==> src/rtl/bram_fifo_pkg.sv <==
// Shared constants and helpers for the BRAM-backed FIFO.
// The optional BRAM_FIFO_ERROR_FLAGS_EN build adds the overflow/underflow outputs.
package bram_fifo_pkg;

    localparam int unsigned DEFAULT_WIDTH      = 32;
    localparam int unsigned DEFAULT_LOG2_DEPTH = 5;
    localparam int unsigned DEFAULT_AF_MARGIN  = 4;

    // One slot is kept free, so usable capacity is one less than the BRAM depth.
    function automatic int unsigned fifo_cap(input int unsigned log2_depth);
        return (32'd1 << log2_depth) - 32'd1;
    endfunction

    // Saturates at zero so an oversized margin keeps almostfull asserted.
    function automatic int unsigned af_threshold(input int unsigned log2_depth,
                                                 input int unsigned margin);
        int unsigned cap;
        cap = fifo_cap(log2_depth);
        return (cap > margin) ? (cap - margin) : 32'd0;
    endfunction

endpackage

==> src/rtl/simple_dual_port_bram.sv <==
// Simple dual-port block RAM: one write port and one registered read port
// with one cycle of latency. The read register resets to zero and holds when idle.
module simple_dual_port_bram #(
    parameter int unsigned WIDTH      = 32,
    parameter int unsigned ADDR_WIDTH = 5
) (
    input  logic                  clk,
    input  logic                  reset,
    input  logic                  wen,
    input  logic [ADDR_WIDTH-1:0] waddr,
    input  logic [WIDTH-1:0]      wdata,
    input  logic                  ren,
    input  logic [ADDR_WIDTH-1:0] raddr,
    output logic [WIDTH-1:0]      rdata
);

    logic [WIDTH-1:0] mem [2**ADDR_WIDTH];

    // Array has no reset so it maps onto block RAM.
    always_ff @(posedge clk) begin
        if (wen) begin
            mem[waddr] <= wdata;
        end
    end

    always_ff @(posedge clk) begin
        if (reset) begin
            rdata <= '0;
        end else if (ren) begin
            rdata <= mem[raddr];
        end
    end

endmodule

==> src/rtl/bram_fifo.sv <==
// Synchronous FIFO on a simple dual-port BRAM with registered count and flags.
// Define BRAM_FIFO_ERROR_FLAGS_EN to add sticky overflow/underflow outputs.
module bram_fifo
    import bram_fifo_pkg::*;
#(
    parameter int unsigned WIDTH             = DEFAULT_WIDTH,
    parameter int unsigned LOG2_DEPTH        = DEFAULT_LOG2_DEPTH,
    parameter int unsigned ALMOSTFULL_MARGIN = DEFAULT_AF_MARGIN
) (
    input  logic                  clk,
    input  logic                  reset,
    input  logic                  we,
    input  logic [WIDTH-1:0]      wdata,
    input  logic                  re,
    output logic [WIDTH-1:0]      rdata,
    output logic                  rvalid,
    output logic                  almostfull,
    output logic                  empty,
    output logic [LOG2_DEPTH-1:0] count
`ifdef BRAM_FIFO_ERROR_FLAGS_EN
    ,
    output logic                  overflow,
    output logic                  underflow
`endif
);

    localparam logic [LOG2_DEPTH-1:0] CAP       = '1;
    localparam logic [LOG2_DEPTH-1:0] ONE       = 1;
    localparam int unsigned           AF_THRESH = af_threshold(LOG2_DEPTH, ALMOSTFULL_MARGIN);

    logic [LOG2_DEPTH-1:0] wptr;
    logic [LOG2_DEPTH-1:0] rptr;
    logic [LOG2_DEPTH-1:0] count_next;
    logic                  wr_acc;
    logic                  rd_acc;

    // Read acceptance uses the registered empty, so a write into an empty FIFO
    // never bypasses to the read side in the same cycle.
    assign wr_acc = we && (count != CAP) && !reset;
    assign rd_acc = re && !empty && !reset;

    always_comb begin
        count_next = count;
        if (wr_acc && !rd_acc) begin
            count_next = count + ONE;
        end else if (rd_acc && !wr_acc) begin
            count_next = count - ONE;
        end
    end

    always_ff @(posedge clk) begin
        if (reset) begin
            wptr       <= '0;
            rptr       <= '0;
            count      <= '0;
            empty      <= 1'b1;
            almostfull <= 1'b0;
            rvalid     <= 1'b0;
        end else begin
            if (wr_acc) begin
                wptr <= wptr + ONE;
            end
            if (rd_acc) begin
                rptr <= rptr + ONE;
            end
            count      <= count_next;
            empty      <= (count_next == '0);
            almostfull <= (32'(count_next) >= AF_THRESH);
            rvalid     <= rd_acc;
        end
    end

`ifdef BRAM_FIFO_ERROR_FLAGS_EN
    always_ff @(posedge clk) begin
        if (reset) begin
            overflow  <= 1'b0;
            underflow <= 1'b0;
        end else begin
            if (we && (count == CAP)) begin
                overflow <= 1'b1;
            end
            if (re && empty) begin
                underflow <= 1'b1;
            end
        end
    end
`endif

    simple_dual_port_bram #(
        .WIDTH      (WIDTH),
        .ADDR_WIDTH (LOG2_DEPTH)
    ) u_bram (
        .clk   (clk),
        .reset (reset),
        .wen   (wr_acc),
        .waddr (wptr),
        .wdata (wdata),
        .ren   (rd_acc),
        .raddr (rptr),
        .rdata (rdata)
    );

endmodule

==> config.mk <==
export PLATFORM = sky130hd
export DESIGN_NAME = bram_fifo
export DESIGN_NICKNAME = d
export VERILOG_FILES = /design/src/rtl/bram_fifo_pkg.sv /design/src/rtl/simple_dual_port_bram.sv /design/src/rtl/bram_fifo.sv
export SDC_FILE = /design/constraint.sdc
export NUM_CORES = 1
export LEC_CHECK = 0
export ABC_AREA = 1
export CORE_ASPECT_RATIO = 1.75
export CORE_MARGIN = 2
export CORE_UTILIZATION = 40
export CTS_BUF_LIST = sky130_fd_sc_hd__clkbuf_16
export CTS_CLUSTER_SIZE = 8
export DETAILED_ROUTE_END_ITERATION = 8
export DONT_BUFFER_PORTS = 1
export PLACE_DENSITY = 0.65
export SLEW_MARGIN = 20
export SYNTH_ARGS = -nofsm -noshare
export SYNTH_HDL_FRONTEND = slang
export SYNTH_SLANG_ARGS = --single-unit
export TNS_END_PERCENT = 50
==> constraint.sdc <==
create_clock -name clk -period 4.4 [get_ports clk]
set_clock_uncertainty 0.05 [all_clocks]
set_input_delay 0.88 -clock clk [delete_from_list [all_inputs] [get_ports clk]]
set_output_delay 0.88 -clock clk [all_outputs]
set_load 0.05 [all_outputs]
==> results of run 1 <==
## logic make-up after synthesis
| kind of cell | after synthesis |
|---|---|
| DFF | 1074 |
| xor gates and xnor gates | 2 |
| AOI/OAI and AO/OA | 145 |
| and+or+nand+nor | 2280 |
| buffers and inverters | 667 |
| adders and majority gates | 8 |
## how the worst max path moves through the flow
stage                         from                      endpoint  slack (ps)  cells past startpoint
2_1_floorplan  count[0]$_SDFF_PP0_   u_bram.mem[31][0]$_DFFE_PP_         170                      9
3_3_place_gp   count[1]$_SDFF_PP0_   u_bram.mem[3][22]$_DFFE_PP_         720                     11
3_5_place_dp   count[1]$_SDFF_PP0_   u_bram.mem[3][19]$_DFFE_PP_         800                     11
4_1_cts        count[1]$_SDFF_PP0_  u_bram.mem[27][22]$_DFFE_PP_         800                     11
5_1_grt        count[1]$_SDFF_PP0_   u_bram.mem[23][4]$_DFFE_PP_         530                     11
6_report       count[1]$_SDFF_PP0_  u_bram.mem[23][13]$_DFFE_PP_         810                     11
## registers in the layout, indices dropped and copies added, names as in the netlist
signal	count
rvalid	1
almostfull	1
u_bram.mem	1024
count	5
empty	1
wptr	5
u_bram.rdata	32
rptr	5
## area by class of cell
cell class,count,area [sq um]
fillers,9867,60200
flip-flops and latches,1074,31800
multi-input cells,2435,10500
clock buffers,154,3850
well taps,1476,1850
inverters,444,1680
repair buffers,87,948
clock inverters,86,478
diodes,1,2.50
## worst max-delay path, cell delays in order (launching register included)
cell,delay [ps]
dfxtp_1,490
ha_1,300
nand2_1,90
nor2_1,70
ha_1,180
inv_1,50
nand2_1,150
inv_1,170
nand2_1,140
nor2_1,170
inv_1,340
nor2_4,930
## metrics by stage
stage	util [%]	std cells	instance area [sq um]	hold slack (ps)	setup WS [ps]
finish	45.9	5757	51000	160	814
CTS	45.8	5754	51000	128	795
global placement	41.9	5514	46700	481	718
floorplan	-	4176	44800	420	165
detailed placement	41.9	5514	46700	499	802
global route	45.9	5757	51000	142	529
## synthesized netlist by cell type
library cell,count
ha_1,8
dfxtp_1,50
buf_4,13
nor3_1,7
inv_1,441
buf_6,10
a211oi_1,2
nor4_1,2
nand2_2,1
or2_2,1
a21oi_1,106
nand2_1,1405
nor2_1,238
buf_2,123
a31oi_1,1
inv_2,3
nor2_2,1
nor2_4,1
clkbuf_1,61
o21ai_0,31
nand4_1,1
o21ai_1,5
edfxtp_1,1024
xor2_1,2
buf_1,16
nand3_1,623
## power by group through the flow
stage / registers [W] / logic [W] / clock network, W
floorplan: 0.0116 / 0.00106 / 0
CTS: 0.0114 / 0.00149 / 0.0107
detailed placement: 0.0116 / 0.00148 / 0
finish: 0.0114 / 0.00149 / 0.0106
global route: 0.0114 / 0.00166 / 0.0110
global placement: 0.0116 / 0.00147 / 0
## cell usage in the layout, fill, tap and decap left out, types with 8 or more instances in the layout
cell,n
nand2_1,1404
buf_4,64
o21ai_0,31
ha_1,8
nor2_4,32
nand3_1,623
nor2_1,208
a21oi_1,106
edfxtp_1,1024
clkbuf_16,154
inv_1,510
buf_12,22
dfxtp_1,46
## layer usage
metal,up-vias,track usage [%],part of all wire [%]
li1,13900,-,-
met3,287,3.13,6.5
met1,14500,24.6,37
met2,1185,38.1,52
met5,-,0,0
met4,0,11.0,4.9
==> impl_metrics.ini, run 1 <==
[placed_design]
io_buffers = 0
place_congestion = 0.851
place_hpwl_microns = 72100

[logic_synthesis]
synth-compound-area-share_pct = 1.64
netlist.area_leader.share_pct = 68.7
synth_area_leaders = edfxtp_1 (69%), nand2_1 (12%), nand3_1 (7.0%), inv_1 (3.7%), dfxtp_1 (2.2%)
avgSynthCellArea_sq_um = 10.7
synth_top_family_by_area = simple AND/OR/NAND/NOR gates
ys_ff_latch = 1074
syn_nets = 4220
synth_top_area_cell = edfxtp_1
synthSimpleGateAreaFrac_pct = 20.9
synthCells = 4176
yosysSeqAreaShare_pct = 71.0
synth_xor_area_share_pct = 0.0391
synth_cell_types = 26
yosys.area_share.adder_pct = 0.224
yosysWarnings = 0
synth.cell_area_sq_um = 44800
synthMuxAreaShare_pct = 0

[clock_network]
cts_tree = yes
path_clk_slew_ps = 50
clock-sinks = 1074
htree_levels = 4
clk_latency_ps = 740
cts-resized-gates = 0
clockBufferDepth = 3
hold_buffers = 0
numCtsBuffers = 152
post_cts_buffers = 0
clock-root-buffer = clkbuf_16

[sta]
rsz0062_at_grt = false
hold_viol = 0
period_share_pct = 81.5
finalSetupViolCount = 0
worst_pin_slew_ps = 1120
fmax_mhz = 279
timing.slew.headroom_pct = 25.7
min_period_ps = 3590
final_max_slew_viol_count = 0
fin_tns_setup_ps = 0

[detailed_routing]
drc = 0
vias = 29800
antenna_left = 0
viasPerCell = 5.17
wirelength_microns = 123000
wl_per_cell_microns = 21.3
dr.first_iter.drc_count = 3192
drtPass1Iterations = 6

[global_routing]
grt_pass1_wl_microns = 182000
grt.overflow.total = 0
antenna_found_initial = 1
grt_max_degree = 166
grtUsageTotal_pct = 21.3
grt_pass1_vias = 29500

[worst_setup_path]
r2r-start = count[1]$_SDFF_PP0_
critPathRequiredTime_ps = 4700
end_kind = flip-flop
cp-start-kind = flip-flop
r2r-end = u_bram.mem[23][13]$_DFFE_PP_
setup.worst_path.class = flip-flop to flip-flop
worstPathArrival_ps = 3880
r2r_slack_ps = 810
reg2regPathDepth = 11
crit_fanout = 32

[die]
initial_core_util_pct = 40.2
coreArea_sq_um = 111000
rows = 162
die_w_microns = 257
io_pins = 76
die_height_microns = 446
fp.dieArea_sq_um = 115000

[power_and_ir_drop]
clkPwrFrac_pct = 45.1
swShare_pct = 23.4
power_frac_seq_pct = 48.6
cellLeakagePower_nw = 20.0
p_per_area_nw_per_um2 = 459
p_int_w = 0.0179
ir_drop_v = 0.000379
power_switching_w = 0.00548
comb_power_share_pct = 6.4
power.total_w = 0.0234

[job]
max_cap_violations = 0

[worst_hold_path]
holdCritPathClass = input pin to flip-flop
worstHoldPathCells = 1
hold_start = reset
whs_endpoint = count[4]$_SDFF_PP0_

[final_layout]
nets = 4238
drive_gt1_share_pct = 7.06
syn2layout_area_growth_pct = 14.1

[outcome]
status = completed
(Power assumes the default switching activity.)
==> run 2: changes to the inputs <==
==> constraint.sdc (replaced) <==
create_clock -name clk -period 3.4 [get_ports clk]
set_clock_uncertainty 0.05 [all_clocks]
set_input_delay 0.68 -clock clk [delete_from_list [all_inputs] [get_ports clk]]
set_output_delay 0.68 -clock clk [all_outputs]
set_load 0.05 [all_outputs]
==> run 2 against run 1 <==
Compared with the run above:
- via count grew 1.0%
- sequential cell count unchanged
- power grew 31%
- wire length is 0.29% lower
- core utilization grew 1.1 points
- setup slack worse by 96 ps
- die area is the same
- largest cell class unchanged
- highest routed layer unchanged
==> impl_metrics.ini, run 2 (same netlist as run 1, synthesis figures left out) <==
[outcome]
status = completed

[detailed_routing]
drc = 0
drtPass1Iterations = 6
wl_met3_microns = 7990
viasPerCell = 5.18
maxUsedRoutingLayer = met4
wirelength_microns = 122000
wl_per_cell_microns = 21.0
vias = 30100
dr.first_iter.drc_count = 2626
antenna_left = 0
wl_met1_microns = 44000
wl_met2_microns = 64100

[placed_design]
pre_cts_ws_ps = 500
place_hpwl_microns = 68800
place_area_sq_um = 47100
place_congestion = 0.842
io_buffers = 0

[sta]
finalSetupViolCount = 0
final_max_slew_viol_count = 0
setup_slack_ps = 718
period_share_pct = 78.9
fmax_mhz = 373
timing.slew.headroom_pct = 43.4
min_period_ps = 2680
rsz0062_at_grt = false
worst_pin_slew_ps = 846
fin_tns_setup_ps = 0
hold_viol = 0
hold_ws_ps = 184

[job]
max_cap_violations = 0

[worst_hold_path]
holdCritPathClass = input pin to flip-flop
hold_start = reset

[clock_network]
htree_levels = 4
clockBufferDepth = 3
cts_tree = yes
clock-root-buffer = clkbuf_16
path_clk_slew_ps = 50
clk_latency_ps = 730
clock-sinks = 1074
numCtsBuffers = 152
post_cts_buffers = 0

[worst_setup_path]
critPathRequiredTime_ps = 3700
crit_fanout = 22
worstPathArrival_ps = 2980
setup.worst_path.class = flip-flop to flip-flop
end_kind = flip-flop
cp-start-kind = flip-flop
startpoint = count[0]$_SDFF_PP0_
r2r-start = count[0]$_SDFF_PP0_

[global_routing]
grtUsageTotal_pct = 21.1
grt_pass1_wl_microns = 183000
grt_pass1_vias = 29900
grt.overflow.total = 0
antenna_found_initial = 1
grt_max_degree = 117

[die]
fp.dieArea_sq_um = 115000
die_w_microns = 257
initial_core_util_pct = 40.2
die_height_microns = 446
io_pins = 76
rows = 162
coreArea_sq_um = 111000

[final_layout]
syn2layout_area_growth_pct = 16.7
final_common_cell = nand2_1
design_area_sq_um = 52200
largest_reg_flops = 1024
top_regs = u_bram.mem: 1024 flops, u_bram.rdata: 32 flops
nets = 4293
top_register = u_bram.mem
layout.cells.most_common_list = nand2_1 (1,404), edfxtp_1 (1,024), nand3_1 (623)
drive_gt1_share_pct = 8.19

[power_and_ir_drop]
cellLeakagePower_nw = 20.5
power.total_w = 0.0307
p_per_area_nw_per_um2 = 588
ir_drop_v = 0.000463
run 2: path summary, 6_finish.rpt:
kind / to / slack [ps] / cells after the start
worst max-delay path: u_bram.mem[30][19]$_DFFE_PP_ / 720 / 12
worst max register to register: u_bram.mem[30][19]$_DFFE_PP_ / 720 / 12
worst min-delay path: u_bram.rdata[8]$_SDFFE_PP0P_ / 180 / 2
worst min register to register: wptr[3]$_SDFFE_PP0P_ / 530 / 1
run 2: metal layers:
| metal | global-route usage, % | up-vias |
|---|---|---|
| li1 | - | 14000 |
| met1 | 23.7 | 14600 |
| met2 | 38.3 | 1209 |
| met3 | 3.57 | 297 |
| met4 | 11.2 | 0 |
| met5 | 0 | - |
run 2: power breakdown:
part           leakage (nW)  internal (W)  switching [W]  total [W]
Sequential             9.62        0.0146       0.000135     0.0147
Combinational          8.53      0.000643        0.00164    0.00228
Clock                  2.39       0.00831        0.00539     0.0137
Total                  20.5        0.0235        0.00717     0.0307
run 2: final cells by class:
cell class                 instances  area, sq um
fill                            9781        59100
antenna                            1         2.50
tap                             1476         1850
sequential                      1074        31800
clock inverter                    79          355
multi-input combinational       2435        10500
timing repair buffer             142         2080
inverter                         444         1680
clock buffer                     160         4000
run 2: what timing repair did:
action	4_1_cts	5_1_grt
endpoints found under the hold margin	1039	0
hold buffers	36	0
endpoints found under the setup margin	0	0
gates resized for setup	0	0
run 2: critical path: stages (launching register included):
cell and delay [ps]:
dfxtp_1 310, ha_1 210, nand2_1 70, nor2_1 40
ha_1 170, inv_1 50, nand2_1 130, buf_4 190
nor2_1 240, nand2_1 80, buf_4 220, nor2_4 110
buf_4 390
run 2: stage by stage:
stage               instances  utilization, %
detailed placement       5533            42.3
global placement         5529            42.3
finish                   5811            46.9
floorplan                4176               -
global route             5811            46.9
CTS                      5808            46.9
